[src/rtl/fft_pease_helpers_twiddle_pkg.sv]
// Shared types and index arithmetic for the pease FFT twiddle sequencer.
// Holds the sequencer state encoding and the per-stage twiddle index helper.
package fft_pease_helpers_twiddle_pkg;

    typedef enum logic {
        IDLE   = 1'b0,
        STREAM = 1'b1
    } tw_state_t;

    // Twiddle index at a stage: clear the low (log2n - stage - 1) bits of si.
    function automatic int twiddle_idx(input int si, input int stage, input int log2n);
        int sl;
        sl = log2n - stage - 1;
        if (sl < 0)
            sl = 0;
        return (si >> sl) << sl;
    endfunction

endpackage

[src/rtl/fft_pease_helpers_twiddle_lane_mux.sv]
// Purpose: picks the cos/sin sine-table entries for one twiddle lane, optional conjugate.
// Latency: combinational. Backpressure: none, pure function of its inputs.
module fft_pease_helpers_twiddle_lane_mux
    import fft_pease_helpers_twiddle_pkg::*;
#(
    parameter int BIT_WIDTH  = 8,
    parameter int DECIMAL_PT = 4,
    parameter int SIZE_FFT   = 8,
    parameter int LOG2N      = $clog2(SIZE_FFT),
    parameter int STAGE_W    = 2
) (
    input  logic [SIZE_FFT-1:0][BIT_WIDTH-1:0] sine,
    input  logic [STAGE_W-1:0]                 stage,
    input  logic [LOG2N-1:0]                   si,
    input  logic                               neg,
    output logic [BIT_WIDTH-1:0]               re,
    output logic [BIT_WIDTH-1:0]               im
);

    localparam logic [BIT_WIDTH-1:0] ONE = BIT_WIDTH'(1 << DECIMAL_PT);

    logic [LOG2N-1:0]     idx;
    logic [LOG2N-1:0]     re_addr;
    logic [LOG2N-1:0]     im_addr;
    logic [BIT_WIDTH-1:0] im_raw;

    always_comb begin
        idx     = LOG2N'(twiddle_idx(int'(si), int'(stage), LOG2N));
        // idx stays below N/2, so neither offset wraps past the table end.
        re_addr = idx + LOG2N'(SIZE_FFT / 4);
        im_addr = idx + LOG2N'(SIZE_FFT / 2);
        if (stage == '0) begin
            re     = ONE;
            im_raw = '0;
        end else begin
            re     = sine[re_addr];
            im_raw = sine[im_addr];
        end
        im = neg ? (~im_raw + BIT_WIDTH'(1)) : im_raw;
    end

endmodule

[src/rtl/fft_pease_helpers_twiddle_sequencer.sv]
// Purpose: streams one FFT stage's twiddle pairs, LANES per beat, from a loadable sine table.
// Latency: first beat valid 1 cycle after request accept; new request on last-beat handshake gives no bubble.
// Backpressure: beat outputs hold while twiddle_send_rdy=0. FFT_PEASE_TWIDDLE_INVERSE_EN adds conjugate output.
module fft_pease_helpers_twiddle_sequencer
    import fft_pease_helpers_twiddle_pkg::*;
#(
    parameter int BIT_WIDTH  = 8,
    parameter int DECIMAL_PT = 4,
    parameter int SIZE_FFT   = 8,
    parameter int LANES      = 2,
    localparam int LOG2N     = $clog2(SIZE_FFT),
    localparam int STAGE_W   = ($clog2(LOG2N) > 1) ? $clog2(LOG2N) : 1
) (
    input  logic                              clk,
    input  logic                              reset,
    input  logic                              sine_load_en,
    input  logic [LOG2N-1:0]                  sine_load_addr,
    input  logic [BIT_WIDTH-1:0]              sine_load_data,
    output logic                              sine_load_rdy,
    input  logic                              stage_recv_val,
    output logic                              stage_recv_rdy,
    input  logic [STAGE_W-1:0]                stage_recv_msg,
`ifdef FFT_PEASE_TWIDDLE_INVERSE_EN
    input  logic                              stage_recv_inverse,
`endif
    output logic                              twiddle_send_val,
    input  logic                              twiddle_send_rdy,
    output logic [LANES-1:0][BIT_WIDTH-1:0]   twiddle_send_real,
    output logic [LANES-1:0][BIT_WIDTH-1:0]   twiddle_send_imaginary,
    output logic                              twiddle_send_last
);

    localparam int BEATS  = SIZE_FFT / 2 / LANES;
    localparam int BEAT_W = ($clog2(BEATS) > 1) ? $clog2(BEATS) : 1;

    tw_state_t                         state_q;
    logic [BEAT_W-1:0]                 beat_q;
    logic [STAGE_W-1:0]                stage_q;
    logic                              inv_q;
    logic [SIZE_FFT-1:0][BIT_WIDTH-1:0] sine_q;

    logic               accept;
    logic               fire;
    logic               inv_in;
    logic [STAGE_W-1:0] stage_sat;

`ifdef FFT_PEASE_TWIDDLE_INVERSE_EN
    assign inv_in = stage_recv_inverse;
`else
    assign inv_in = 1'b0;
`endif

    assign twiddle_send_val  = (state_q == STREAM);
    assign twiddle_send_last = twiddle_send_val && (beat_q == BEAT_W'(BEATS - 1));
    assign sine_load_rdy     = (state_q == IDLE);
    // Combinational path from twiddle_send_rdy lets the next stage start without a bubble.
    assign stage_recv_rdy    = (state_q == IDLE) || (twiddle_send_last && twiddle_send_rdy);
    assign accept            = stage_recv_val && stage_recv_rdy;
    assign fire              = twiddle_send_val && twiddle_send_rdy;
    assign stage_sat         = (int'(stage_recv_msg) >= LOG2N) ? STAGE_W'(LOG2N - 1) : stage_recv_msg;

    always_ff @(posedge clk) begin
        if (!reset) begin
            sine_q <= '0;
        end else if (sine_load_en && sine_load_rdy) begin
            sine_q[sine_load_addr] <= sine_load_data;
        end
    end

    always_ff @(posedge clk) begin
        if (!reset) begin
            state_q <= IDLE;
            beat_q  <= '0;
            stage_q <= '0;
            inv_q   <= 1'b0;
        end else begin
            if (fire) begin
                if (twiddle_send_last)
                    state_q <= IDLE;
                else
                    beat_q <= beat_q + BEAT_W'(1);
            end
            if (accept) begin
                state_q <= STREAM;
                beat_q  <= '0;
                stage_q <= stage_sat;
                inv_q   <= inv_in;
            end
        end
    end

    for (genvar l = 0; l < LANES; l++) begin : g_lane
        logic [LOG2N-1:0] si;
        assign si = LOG2N'(int'(beat_q) * LANES + l);

        fft_pease_helpers_twiddle_lane_mux #(
            .BIT_WIDTH (BIT_WIDTH),
            .DECIMAL_PT(DECIMAL_PT),
            .SIZE_FFT  (SIZE_FFT),
            .LOG2N     (LOG2N),
            .STAGE_W   (STAGE_W)
        ) u_mux (
            .sine (sine_q),
            .stage(stage_q),
            .si   (si),
            .neg  (inv_q),
            .re   (twiddle_send_real[l]),
            .im   (twiddle_send_imaginary[l])
        );
    end

endmodule

[config.mk]
export PLATFORM = sky130hd
export DESIGN_NAME = fft_pease_helpers_twiddle_sequencer
export DESIGN_NICKNAME = d
export VERILOG_FILES = /design/src/rtl/fft_pease_helpers_twiddle_pkg.sv /design/src/rtl/fft_pease_helpers_twiddle_lane_mux.sv /design/src/rtl/fft_pease_helpers_twiddle_sequencer.sv
export SDC_FILE = /design/constraint.sdc
export NUM_CORES = 1
export LEC_CHECK = 0
export ABC_AREA = 1
export BUFFER_PORTS_ARGS = -buffer_cell sky130_fd_sc_hd__buf_2
export CORE_MARGIN = 10
export CORE_UTILIZATION = 30
export CTS_BUF_LIST = sky130_fd_sc_hd__clkbuf_2 sky130_fd_sc_hd__clkbuf_4 sky130_fd_sc_hd__clkbuf_8
export DETAILED_ROUTE_END_ITERATION = 8
export MAX_ROUTING_LAYER = met4
export PLACE_DENSITY = 0.47
export SLEW_MARGIN = 20
export SYNTH_ARGS = -nofsm -noshare
export SYNTH_HDL_FRONTEND = slang
export SYNTH_HIERARCHICAL = 1
export SYNTH_SLANG_ARGS = --single-unit
[constraint.sdc]
create_clock -name clk -period 1.7 [get_ports clk]
set_input_delay 0.34 -clock clk [delete_from_list [all_inputs] [get_ports clk]]
set_output_delay 0.34 -clock clk [all_outputs]
set_load 0.01 [all_outputs]
After elaboration in Yosys (flattened, before gate mapping). Index checks and enable logic that the tools add are counted.

Register bits: 68. Input bits: 18. Output and inout bits: 36. Logic and storage cells: 67.

$add $sub $neg: 8. $lt $le $gt $ge: 8. Shift operators: 4. Mux-type cells: 20. Bitwise operators: 3. Reduce and logical (&&, ||, !) cells: 13.

Operator list (number): binary-select mux 8 bit (select 3 bit) (4); 2-to-1 mux 8 bit (9); bitwise mux 64 bit (1); << shifter 32 x 32 -> 3 bit (2); less-than comparator 32 x 1 -> 1 bit (second input constant) (1); 2-to-1 mux 32 bit (1); >> shifter 2 x 32 -> 32 bit (1); >> shifter 3 x 32 -> 32 bit (1); subtractor 32 x 2 -> 32 bit (second input constant) (1); demux 8 bit (select 3 bit) (1); less-than comparator 3 x 4 -> 1 bit (second input constant) (5); adder 3 x 2 -> 3 bit (second input constant) (2); adder 3 bit (second input constant) (2); logical AND 1 bit (6); AND reduction 2 bit (2); nonzero test 2 bit (2); adder 2 x 1 -> 3 bit (second input constant) (1); greater-or-equal comparator 3 x 1 -> 1 bit (second input constant) (1); 2-to-1 mux 1 bit (3); inverter 1 bit (3); subtractor 2 x 2 -> 3 bit (first input constant) (1); greater-or-equal comparator 2 bit (second input constant) (1); logical NOT 2 bit (1); 2-to-1 mux 2 bit (1); 3 further kinds (3).

Depth between registers and ports, before layout. Gate-level depths: netlist of the first run.

Depth in word-level cells: 10. Mapped depth: 15. Gate-level depth less buffers: 13.

Cells and area by module. The synthesis of the first run kept the hierarchy.

Modules (own cells, without submodules): fft_pease_helpers_twiddle_sequencer (instances 1, cells an instance 389, area an instance 2728.9 um2, seq. area each 1361.3 um2); fft_pease_helpers_twiddle_lane_mux (instances 2, cells an instance 243, area an instance 1199.9 um2, seq. area each 0.0 um2).

Worst setup path before layout of the first run. Ideal clock, no wire load.

Path type: reg2out. From: register beat_q. To: output twiddle_send_real[14] in the netlist's numbering. Arrival time: 1.565 ns. Required time: 1.360 ns. Slack: -0.205 ns. Cell stages (with the launch flop): 6. Path buffers: 1. Cell sequence: dfxtp_1 o21ai_2 nand2_1 buf_6 nor2_1 a2111oi_0.

RTL lines: start: declaration (line fft_pease_helpers_twiddle_sequencer.sv:37) `logic [BEAT_W-1:0] beat_q;`; start signal: assignment (line fft_pease_helpers_twiddle_sequencer.sv:81) `beat_q <= beat_q + BEAT_W'(1);`; end: declaration (line fft_pease_helpers_twiddle_sequencer.sv:28) `output logic [LANES-1:0][BIT_WIDTH-1:0] twiddle_send_real,`.

==> metrics.txt, run 1 <==
status=finished with violations; failing checks=setup timing; Lkg Pwr=approximately 0.0034 µW; busiest grt layer=met2; CP Buf/Inv Count=4; # H-tree levels=3; Routability Congestion=0.8789; main combinational cell family by area after synthesis=simple AND/OR/NAND/NOR gates; Synth Register Bits=68; Slew Viols, Final=0; drt first pass iters=5; Final min period=2224 ps; RSZ-0062 raised after global routing=yes; Synth Instances=875; final hold violation count=0; top cell type by total area after synthesis=dfxtp_1; Crit. path cell count=9; Worst IR Drop VDD=0.0002936 V; total negative setup slack=-12490 ps; initial drt markers=slightly below 400; Layout area overhead=36.74%; layout cells sized above 1=30.08%; met1 Use GR=23.57%; CP Max Fanout=6; final cell count without fillers=1244; Total Routed Length=19190 µm; Setup WS pre-CTS=-231.2 ps; mapped cell area=5129 µm²; hold path startpoint=stage_recv_msg[1]; Critical Path, Cell by Cell=buf_8, nand2_8, buf_4, nand2_1, nand2_2, buf_4, o22ai_4, a2111oi_4, buf_2; Slowest-stage cell, CP=dfxtp_4; DRT antenna net count=0; Netlist cell types=34; xor and xnor area share after synthesis=under 10%; clock latency on the worst-skew pair=340 ps; Die W=150.8 µm; clock buffer depth=2; CP top delay family=buffers and inverters; crit share post-route=130.8%; HPWL after DPL=14720 µm; Post-Syn Area per Cell=5.861 µm²; number of buffers created by CTS=9; Ports=between 50 and 60; Initial Utilization=30.82%; initial antenna violation count=0; DR vias/cell=roughly 4.7; Vias=5814; clock skew=6.161 ps; Required @ worst endpoint=about 1400 ps; R2R depth=6; clk slew on worst S/H paths=70 ps; hold depth=3; Setup WS post-layout=-523.8 ps; R2R Path Start=twiddle_send_val$_SDFFE_PN0P_; Remaining DRCs=0; M3 GR Usage=2.341%; Post-Synth Simple-Gate Area=about half; die height=150.8 µm; vias in the first global route=5378; core outline area=16640 µm²; first-pass GRT wire length=29980 µm; critical path's most frequent cell=buf_4; CTS sink cnt=68; total track usage=17.20%; # diodes=0; IO buf count=53; FMAX=~450 MHz; Synth Area in Adders=0.4879%; multiplexer area fraction after synthesis=less than 1%; wire length per cell=15.43 µm; M2 GR Usage=25.97%; Placed Instances=1202; YS warnings=6; actual slew at the worst max-slew pin=a little under 900 ps; Row Count=47; total power=about 4500 µW; nets@finish=1039; Seq/Total Area, Yosys=26.54%; crit path capture type=output pin; die area=22730 µm²; worst rel slew slack=40.48%; Setup crit start=stage_q[1]$_SDFFE_PN0P_; minimum hold slack=283.4 ps; Yosys top cell area share=approximately a quarter; power density over the cells=around 640 nW/µm²; Critical Path AT=1880 ps; Post-CTS Hold Fix Bufs=0; min-delay worst type=input pin to flop; Critical Path Max Stage Delay=370 ps; pin count of the biggest net entering global routing=44; startpoint types=flop; Congestion Overflow GR=0; CTS root buffer=clkbuf_8; Area contributors post-synth=dfxtp_1, nand2_1, nor2_1, nand3_1, inv_1; TritonCTS clock tree=built; Setup CP Type=flop to output pin; # Max-Cap Violations=0; Synth Area in Compound Gates=9.027%; Final setup viols=32
-- sequential cells by signal, indices dropped and copies added, names as in the netlist --
register / count
beat_q: 1
stage_q: 2
sine_q: 64
twiddle_send_val: 1
-- layer usage --
metal	routed length (µm)	part of all wire (%)
met5	0	0
met4	430	2.2
met3	862	4.5
met2	8323	43
met1	9573	50
-- final cells by class --
class,instances,area [µm²]
fill,1823,9629
multi-input combinational,712,3705
sequential,68,1373
timing repair buffer,159,1199
tap,220,275.3
inverter,69,269.0
clock buffer,15,187.7
clock inverter,1,5.005
-- stage by stage --
step / util (%) / cell area [µm²]
2_1_floorplan: - / 5199
4_1_cts: 38.90 / 6474
3_5_place_dp: 36.46 / 6068
6_report: 42.14 / 7013
5_1_grt: 42.14 / 7013
3_3_place_gp: 36.46 / 6068
-- repair_timing --
item	4_1_cts	5_1_grt
gates cloned	1	2
pin swaps	18	66
resized for setup	57	101
setup endpoints to repair	33	33
buffers inserted	5	19
-- report_power, final --
group / leakage (µW) / internal, µW / switching [µW]
Sequential: 0.000554 / 1650 / 66.3
Clock: 0.000104 / 698 / 594
Combinational: 0.00278 / 599 / 890
-- path summary, 6_finish.rpt --
kind                                                end  slack (ps)
worst max-delay path              twiddle_send_real[13]        -520
worst min register to register  sine_q[11]$_SDFFE_PN0P_         500
worst min-delay path            stage_q[1]$_SDFFE_PN0P_         280
worst max register to register  sine_q[26]$_SDFFE_PN0P_         280
-- tightest hold or removal path, stage by stage --
cell     delay [ps]
buf_2            80
o21ai_0          90
nor2_1           80
-- cells in the mapped netlist, drive strengths merged --
| cell type | n |
|---|---|
| o22ai | 8 |
| ha | 2 |
| and2 | 2 |
| nor2 | 227 |
| o221ai | 2 |
| mux2i | 2 |
| o21ai | 44 |
| a2111oi | 4 |
| dfxtp | 68 |
| and3 | 2 |
| conb | 2 |
| nand4 | 4 |
| buf | 39 |
| nand3 | 103 |
| a211oi | 8 |
| a22oi | 6 |
| inv | 69 |
| nand2 | 269 |
| nand3b | 1 |
| a21oi | 4 |
| xor2 | 6 |
| nor3 | 1 |
| clkbuf | 2 |
-- cells in the final DEF, fill, tap and decap left out, types with 6 or more instances in the layout --
| master | instances |
|---|---|
| inv_1 | 59 |
| clkbuf_8 | 12 |
| dfxtp_1 | 65 |
| o21ai_0 | 10 |
| o21ai_1 | 15 |
| buf_6 | 24 |
| o22ai_1 | 6 |
| nor2_1 | 196 |
| conb_1 | 14 |
| o21ai_2 | 17 |
| nand2_4 | 11 |
| buf_4 | 83 |
| buf_2 | 48 |
| nand2_2 | 20 |
| nor2_4 | 8 |
| nand3_2 | 14 |
| inv_2 | 6 |
| xor2_1 | 6 |
| nand3_1 | 86 |
| nor2_2 | 23 |
| nand2_1 | 237 |
-- logic make-up after synthesis --
group	count (synthesis)
DFF	68
muxes	2
other	2
buffers and inverters	110
xor gates and xnor gates	6
adders and majority gates	2
and+or+nand+nor	609
AOI/OAI and AO/OA	76
No activity file was read; power rests on OpenSTA's default activity.
==> run 2, diff against run 1 <==
- REMOVE_ABC_BUFFERS: default -> 1
==> run 2 against run 1 <==
The flow still finishes with violations (setup timing). Sequential share of layout area increased by 0.14 points. First-iteration DRC count increased by 1.3%. Combinational power about the same. Clock-buffer cell count decreased by 4. Routed wire length increased by 2.8%. Critical path type unchanged. Largest cell class unchanged. Highest routed layer unchanged.
==> metrics.txt, run 2 (synthesized netlist as in run 1, its figures left out) <==
status=finished with violations; failing checks=setup timing; Final setup viols=32 (unchanged); Setup WS post-layout=-533.8 ps (-9.977 ps); Row Count=47 (unchanged); crit path capture type=output pin; clk slew on worst S/H paths=80 ps (about the same); Seq pwr share=36.6% (-1.5 points); most common cell after layout, fill and taps aside=nand2_1; die area=22730 µm² (unchanged); Clk pwr share=31.3% (+2.6 points); number of buffers created by CTS=9 (unchanged); # diodes=0 (unchanged); Cell Int Power=3019 µW (+2.6%); final hold violation count=0 (unchanged); Post-CTS Hold Fix Bufs=0 (unchanged); worst reg2reg endpoint=sine_q[46]$_SDFFE_PN0P_; Reg with most FFs=sine_q; Die W=150.8 µm (unchanged); power density over the cells=672.3 nW/µm² (+4.9%); Initial Utilization=30.82% (unchanged); CP Max Fanout=8 (+2); R2R depth=6 (unchanged); layout cells sized above 1=28.25% (-1.8 points); initial antenna violation count=0 (unchanged); CTS sink cnt=68 (unchanged); NetSw=1663 µW (+7.3%); Ports=54 (unchanged); DRT antenna net count=0 (unchanged); Remaining DRCs=0 (unchanged); hold depth=3 (unchanged); vias in the first global route=4984 (-7.3%); min-delay worst type=input pin to flop; FMAX=447.7 MHz (-0.45%); Required @ worst endpoint=1360 ps (about the same); fin util=41.85% (-0.29 points); first-pass GRT wire length=29040 µm (-3.2%); Regs by FF count=sine_q: 64 flops, stage_q: 2 flops; Final min period=2234 ps (+9.977 ps); initial drt markers=392 (+1.3%); CTS root buffer=clkbuf_8; TritonCTS clock tree=built; startpoint types=flop; total track usage=16.94% (-0.27 points); Vias=5792 (-0.38%); Slew Viols, Final=0 (unchanged); actual slew at the worst max-slew pin=654.0 ps (-229.5 ps); r2r setup slk=280 ps (about the same); Critical Path AT=1890 ps (about the same); IO buf count=53 (unchanged); max reg flops=64 (unchanged); nets@finish=1024 (-1.4%); Setup CP Type=flop to output pin; worst rel slew slack=55.94% (+15 points); Sw Ratio=35.52% (+1.0 points); clock buffer depth=2 (unchanged); hold path startpoint=stage_recv_msg[1]; Routability Congestion=0.8998 (+2.4%); R2R Path Start=twiddle_send_val$_SDFFE_PN0P_; wire length per cell=16.04 µm (+4.0%); RSZ-0062 raised after global routing=yes; Worst IR Drop VDD=0.0004383 V (+49%); clock skew=4.894 ps (-1.267 ps); Setup WS pre-CTS=-517.6 ps (-286.4 ps); Total Routed Length=19720 µm (+2.8%); Layout area overhead=35.79%; Hold Path End=stage_q[1]$_SDFFE_PN0P_; most frequent cells in the layout=nand2_1, nor2_1, nand3_1, buf_4, dfxtp_1; DR vias/cell=4.713 (+0.84%); pin count of the biggest net entering global routing=59 (+34%); Lkg Pwr=0.003436 µW (-0.12%); # H-tree levels=3 (unchanged); clock latency on the worst-skew pair=370 ps (+30 ps); total negative setup slack=-14200 ps (-1709 ps); HPWL after DPL=14280 µm (-3.0%); Comb pwr share=32.1% (-1.0 points); die height=150.8 µm (unchanged); core outline area=16640 µm² (unchanged); # Max-Cap Violations=0 (unchanged); crit share post-route=131.4% (+0.59 points); final cell count without fillers=1229 (-1.2%); drt first pass iters=5 (unchanged); Congestion Overflow GR=0 (unchanged); Placed Instances=1194 (-0.67%)
==> run 2: cell type report <==
type | count | area (µm²)
Clock buffer | 11 | 151.4
Clock inverter | 5 | 58.81
Fill cell | 1850 | 9678
Inverter | 69 | 261.5
Multi-Input combinational cell | 709 | 3631
Sequential cell | 68 | 1373
Tap cell | 220 | 275.3
Timing Repair Buffer | 147 | 1214
==> run 2: how the worst max path moves through the flow <==
stage / startpoint / end / slack, ps / cells after the start
floorplan: stage_q[1]$_SDFFE_PN0P_ / twiddle_send_real[8] / -1000 / 6
global placement: stage_q[0]$_SDFFE_PN0P_ / twiddle_send_real[6] / -530 / 7
detailed placement: stage_q[0]$_SDFFE_PN0P_ / twiddle_send_real[6] / -520 / 7
CTS: stage_q[1]$_SDFFE_PN0P_ / twiddle_send_real[14] / -540 / 8
global route: stage_q[1]$_SDFFE_PN0P_ / twiddle_send_imaginary[1] / -610 / 10
finish: stage_q[1]$_SDFFE_PN0P_ / twiddle_send_imaginary[1] / -530 / 10
==> run 2: layer usage <==
metal | vias up | wire length, µm | global-route usage, %
met3 | 22 | 895 | 2.371
met5 | - | 0 | -
met4 | 0 | 299 | 4.235
met2 | 145 | 8930 | 25.66
met1 | 2607 | 9593 | 23.16
li1 | 3018 | - | -
==> run 2: critical path, cell delays in order, from the launching register on <==
cell and delay [ps]:
dfxtp_4 460, buf_6 130, o21ai_4 60, nand2_4 120
buf_6 110, buf_6 100, nor2_2 30, nor2_2 110
nand3_2 100, o21ai_2 140, buf_2 150
==> run 2: power by group through the flow <==
stage,Combinational (µW),Clock (µW),Sequential [µW]
final,1500,1470,1710
after global routing,1650,1550,1720
after CTS,1350,1500,1710
after detailed placement,1240,0,1750
after global placement,1250,0,1740
after floorplan,710,0,1740
==> run 2: what timing repair did <==
item                       in CTS  in global routing
setup endpoints to repair      32                 32
gates resized for setup        66                 81
pin swaps                       6                 35
gates cloned                    1                  2
setup buffers                   5                 13
==> run 2: per-stage QoR <==
stage,hold slack (ps),instance area (µm²),total power [µW]
after detailed placement,494.4,6046,2990
after CTS,239.8,6539,4557
after global placement,489.4,6046,2990
final,242.9,6964,4682
after floorplan,460.7,4866,2449
after global routing,265.6,6964,4924
